<file path="config.mk">
export PLATFORM = sky130hd
export DESIGN_NAME = lfsr_arbiter
export DESIGN_NICKNAME = d
export VERILOG_FILES = /design/src/rtl/lfsr_arbiter.sv
export SDC_FILE = /design/constraint.sdc
export NUM_CORES = 1
export LEC_CHECK = 0
export CAP_MARGIN = 10
export CORE_ASPECT_RATIO = 0.8
export CORE_UTILIZATION = 50
export DETAILED_ROUTE_END_ITERATION = 8
export PLACE_DENSITY = 0.81
export SYNTH_ARGS = -nofsm -noshare
export SYNTH_HDL_FRONTEND = slang
export SYNTH_SLANG_ARGS = --single-unit
export TNS_END_PERCENT = 100
</file>
<file path="constraint.sdc">
create_clock -name clk -period 5.3 [get_ports clk]
set_clock_uncertainty 0.05 [all_clocks]
set_input_delay 1.06 -clock clk [delete_from_list [all_inputs] [get_ports clk]]
set_output_delay 1.06 -clock clk [all_outputs]
set_load 0.05 [all_outputs]
</file>
<file path="src/rtl/lfsr_arbiter.sv">
// Round-robin arbiter sharing one free-running 16-bit XNOR LFSR among NREQ
// requesters, with seeding, warm-up, minimum grant spacing and lockup recovery.
module lfsr16 (
    input  logic        clk_i,
    input  logic        rst_i,
    input  logic [15:0] seed_i,
    output logic [15:0] q_o
);
    logic [15:0] q_q;

    always_ff @(posedge clk_i) begin
        if (rst_i) q_q <= seed_i;
        else       q_q <= {q_q[14:0], ~(q_q[15] ^ q_q[14] ^ q_q[12] ^ q_q[3])};
    end

    assign q_o = q_q;
endmodule

module lfsr_arbiter #(
    parameter int          NREQ         = 4,
    parameter logic [15:0] DEFAULT_SEED = 16'hACE1,
    parameter int          WARM         = 16,
    parameter int          GAP          = 16
) (
    input  logic            clk,
    input  logic            reset,
    input  logic [15:0]     seed_in,
    input  logic            seed_load,
    input  logic [NREQ-1:0] req,
    output logic [NREQ-1:0] gnt,
    output logic [15:0]     rnd_data,
    output logic            rnd_valid,
    output logic            busy,
    output logic            lockup_err
);
    localparam int PW = $clog2(NREQ);

    typedef enum logic [1:0] {S_INIT, S_SEED, S_WARM, S_RUN} state_t;

    state_t          state_q, state_d;
    logic [15:0]     seed_reg_q, seed_reg_d;
    logic [7:0]      warm_cnt_q, warm_cnt_d;
    logic [7:0]      gap_cnt_q, gap_cnt_d;
    logic [PW-1:0]   rr_ptr_q, rr_ptr_d;
    logic            lockup_q, lockup_d;
    logic [NREQ-1:0] gnt_q, gnt_d;
    logic            rnd_valid_q, rnd_valid_d;
    logic [15:0]     rnd_data_q, rnd_data_d;

    logic [15:0]     lfsr_q;
    logic            lfsr_rst;
    logic            req_hit;
    logic [PW-1:0]   sel, cand, nxt_ptr;
    int              idx;

    assign lfsr_rst = (state_q == S_INIT) || (state_q == S_SEED);

    lfsr16 u_lfsr (
        .clk_i  (clk),
        .rst_i  (lfsr_rst),
        .seed_i (seed_reg_q),
        .q_o    (lfsr_q)
    );

    // First requester at or above rr_ptr, wrapping around.
    always_comb begin
        req_hit = 1'b0;
        sel     = '0;
        cand    = '0;
        idx     = 0;
        for (int i = 0; i < NREQ; i++) begin
            idx = int'(rr_ptr_q) + i;
            if (idx >= NREQ) idx = idx - NREQ;
            cand = PW'(idx);
            if (!req_hit && req[cand]) begin
                req_hit = 1'b1;
                sel     = cand;
            end
        end
        nxt_ptr = (int'(sel) == NREQ - 1) ? '0 : sel + 1'b1;
    end

    always_comb begin
        state_d     = state_q;
        seed_reg_d  = seed_reg_q;
        warm_cnt_d  = warm_cnt_q;
        gap_cnt_d   = gap_cnt_q;
        rr_ptr_d    = rr_ptr_q;
        lockup_d    = lockup_q;
        gnt_d       = '0;
        rnd_valid_d = 1'b0;
        rnd_data_d  = rnd_data_q;

        case (state_q)
            S_INIT, S_SEED: begin
                warm_cnt_d = '0;
                state_d    = S_WARM;
            end
            S_WARM: begin
                if (warm_cnt_q == 8'(WARM - 1)) begin
                    state_d   = S_RUN;
                    gap_cnt_d = 8'(GAP - 1);
                end else begin
                    warm_cnt_d = warm_cnt_q + 8'd1;
                end
            end
            S_RUN: begin
                if (lfsr_q == 16'hFFFF) begin
                    lockup_d   = 1'b1;
                    seed_reg_d = DEFAULT_SEED;
                    state_d    = S_SEED;
                end else if (gap_cnt_q == 8'(GAP - 1)) begin
                    if (req_hit) begin
                        gnt_d[sel]  = 1'b1;
                        rnd_valid_d = 1'b1;
                        rnd_data_d  = lfsr_q;
                        rr_ptr_d    = nxt_ptr;
                        gap_cnt_d   = '0;
                    end
                end else begin
                    gap_cnt_d = gap_cnt_q + 8'd1;
                end
            end
            default: state_d = S_INIT;
        endcase

        // A reseed request wins over any grant or lockup action this cycle.
        if (seed_load) begin
            seed_reg_d  = (seed_in == 16'hFFFF) ? DEFAULT_SEED : seed_in;
            lockup_d    = 1'b0;
            state_d     = S_SEED;
            gnt_d       = '0;
            rnd_valid_d = 1'b0;
            rnd_data_d  = rnd_data_q;
            rr_ptr_d    = rr_ptr_q;
            gap_cnt_d   = gap_cnt_q;
        end
    end

    always_ff @(posedge clk or negedge reset) begin
        if (!reset) begin
            state_q     <= S_INIT;
            seed_reg_q  <= DEFAULT_SEED;
            warm_cnt_q  <= '0;
            gap_cnt_q   <= '0;
            rr_ptr_q    <= '0;
            lockup_q    <= 1'b0;
            gnt_q       <= '0;
            rnd_valid_q <= 1'b0;
            rnd_data_q  <= '0;
        end else begin
            state_q     <= state_d;
            seed_reg_q  <= seed_reg_d;
            warm_cnt_q  <= warm_cnt_d;
            gap_cnt_q   <= gap_cnt_d;
            rr_ptr_q    <= rr_ptr_d;
            lockup_q    <= lockup_d;
            gnt_q       <= gnt_d;
            rnd_valid_q <= rnd_valid_d;
            rnd_data_q  <= rnd_data_d;
        end
    end

    assign gnt        = gnt_q;
    assign rnd_valid  = rnd_valid_q;
    assign rnd_data   = rnd_data_q;
    assign lockup_err = lockup_q;
    assign busy       = (state_q != S_RUN);
endmodule
</file>
==> impl_results.md <==
* Worst hold path type: reg -> reg
* LEAKAGE at 1.71 nW
* GR Util All Layers at 0.211
* Drt total wl at about 6500 um
* Drt first pass iters at 4
* Post-CTS Resized at 0
* First-pass GRT wire length at 10600 um
* Most frequent cells in the layout: nand2_1, dfrtp_1, clkdlybuf4s50_1
* Total gr overflow at 0
* Fin. max-slew vios at 0
* Mapped cell area at 3210 um2
* Pin count of the biggest net entering global routing at 59
* Num CTS Buffers at 9
* Area growth syn-to-layout at 21.1%
* DRC at 0
* Worst EP required at around 4200 ps
* Library cells used by synthesis at 44
* CP bufs+invs at 2
* Count of cell instances traversed by the critical path at 3
* Synth Area per Inst at 10.7 um2
* CP top delay family: flip-flops
* Share of power burned in registers at 0.452
* Layout cell share with drive strength beyond 1 at 0.137
* CP Capture Point: busy
* P_int at 0.00108 W
* Core area at a little over 6000 um2
* Clock-pin slew on the worst setup and hold paths at roughly 80 ps
* Post-Syn Instances at 299
* R2r setup slk at between 2000 and 3000 ps
* FF-to-FF End: rr_ptr_q[0]
* Clk_lat worst skew at 340 ps
* Setup TNS at 0 ps
* Fin Hold WS at 402 ps
* Reg2Reg Depth at 5
* EDFF count, synth at 0
* Setup Crit Path Kind: reg -> out
* RSZ-0062 raised after global routing: no
* Vias in the first global route at 2133
* Clock sinks at 74
* Arrival time at the worst endpoint at ~2600 ps
* DIE WIDTH at 91.6 um
* Wirelength per Cell at 15.1 um
* Achievable Freq at 269 MHz
* CTS tree: yes
* Final min period at 3720 ps
* Asr flop ratio synth at 0.784
* Setup violations, final at 0
* Detail Route Antenna Nets at 0
* Crit-path max FO at 28
* Detailed Place HPWL at 4610 um
* DIE HEIGHT at between 70 and 80 um
* # diodes at 0
* Slew @ Worst Pin at 905 ps
* Post-synthesis sequential area ratio at 0.555
* Worst vdd ir at 195 uV
* Inst Count DP at 415
* GP Congestion at a little under 0.9
* Sw Share at 0.365
* Vias per cell at 5.45
* Yosys reg bits at 74
* Initial antenna violation count at 0
* Post-Syn Nets at 329
* Crit path max-delay cell type: dfrtp_1
* Cell Rows at 25
* # IOs at 46
* Hold Vio Cnt, Final at 0
* Max Root-Sink Buffers at 2
* Yosys warnings at 0
* Vias post-DR at 2347
* Ys flop type: dfrtp_1
* Sw Pwr at 0.000622 W
* Final cell count without fillers at roughly 430
* H-tree depth at 3
* PwrDens at approximately 440 nW/um2
* Max-slew headroom at 0.396
* Most common cell after layout, fill and taps aside: nand2_1
* CP startpoint kind: register
* Status: complete, no violations
* CTS root buffer: clkbuf_8
* Worst r2r src: state_q[1]
* CTS Hold Buffers Added at 0
* Worst-path cell chain: and2_1 -> inv_2 -> clkdlybuf4s50_1
* Clock Power Share at 0.247
* Die Area at 6750 um2
* Max stage delay on crit path at roughly 940 ps
* Fin crit share at 0.702
* Crit path from: state_q[1]
* IO buf count at 45
* Max Cap Viol at 0
* Initial DRC count at 143
* Starting Density at 0.532
* Critical Path End Type: primary output
* # Post-CTS Setup Buffers at 0
* Combinational Power Share at 0.301
* Layout net count at 375
## layout make-up
class / instances / area [um2]
fillers: 462 / 2150
flip-flops and latches: 74 / 1780
multi-input cells: 202 / 1310
repair buffers: 47 / 460
clock buffers: 9 / 124
well taps: 81 / 101
clock inverters: 7 / 68.8
inverters: 11 / 41.3
## per-stage QoR
stage	total power [W]	utilization	setup slack [ps]	cell area (um2)
6_report	0.00171	0.644	1580	3890
5_1_grt	0.00180	0.644	1440	3890
4_1_cts	0.00172	0.644	1570	3890
3_5_place_dp	0.00130	0.612	1960	3700
3_3_place_gp	0.00128	0.612	1990	3700
2_1_floorplan	0.00112	-	3030	3210
## worst min-delay path, delay by kind of cell (launching register included)
kind | cells | cell delay, ps
flip-flops | 1 | 330
AND/OR/NAND/NOR | 2 | 100
## worst min path at each step
stage,startpoint,endpoint,slack (ps),depth (start not counted)
2_1_floorplan,u_lfsr.q_o[15],rnd_data[15],370,2
3_3_place_gp,u_lfsr.q_o[15],rnd_data[15],390,2
3_5_place_dp,u_lfsr.q_o[15],rnd_data[15],390,2
4_1_cts,u_lfsr.q_o[15],rnd_data[15],400,2
5_1_grt,u_lfsr.q_o[15],rnd_data[15],430,2
6_report,u_lfsr.q_o[15],rnd_data[15],400,2
## synth_stat cells (8+ instances only)
| cell type | n | share of area |
|---|---|---|
| and2_1 | 9 | 0.018 |
| a21oi_1 | 9 | 0.014 |
| mux2_2 | 15 | 0.053 |
| nand4_1 | 11 | 0.021 |
| nor2_1 | 9 | 0.011 |
| nand2_1 | 61 | 0.071 |
| dfstp_2 | 8 | 0.065 |
| a22o_1 | 9 | 0.025 |
| dfxtp_1 | 16 | 0.10 |
| o22a_1 | 10 | 0.027 |
| inv_1 | 10 | 0.012 |
| dfrtp_1 | 50 | 0.39 |
## flip-flops by register name, indices dropped and copies added (netlist names)
register    cells
rnd_data       16
seed_reg_q     16
u_lfsr.q_o     16
gap_cnt_q       8
warm_cnt_q      8
gnt             4
rr_ptr_q        2
state_q         2
lockup_err      1
rnd_valid       1
## power groups by stage
| stage | clock (W) | combinational [W] | sequential, W |
|---|---|---|---|
| floorplan | 0 | 0.000195 | 0.000923 |
| global placement | 0 | 0.000505 | 0.000777 |
| detailed placement | 0 | 0.000515 | 0.000780 |
| CTS | 0.000432 | 0.000516 | 0.000770 |
| global route | 0.000462 | 0.000553 | 0.000786 |
| finish | 0.000421 | 0.000513 | 0.000771 |
## kinds of logic after synthesis
family | synth area share
AOI/OAI and AO/OA | 0.111
adders and majority gates | 0.0273
DFF | 0.555
and+or+nand+nor | 0.192
muxes | 0.0619
buffers and inverters | 0.0370
xor gates and xnor gates | 0.0164
## routing by layer
| layer | share of wire | routed length (um) | track usage |
|---|---|---|---|
| met1 | 0.48 | 3110 | 0.295 |
| met2 | 0.44 | 2860 | 0.314 |
| met3 | 0.075 | 488 | 0.0714 |
| met4 | 0.0058 | 38 | 0.0582 |
| met5 | 0 | 0 | 0 |
Power figures use the tool's default switching activity.
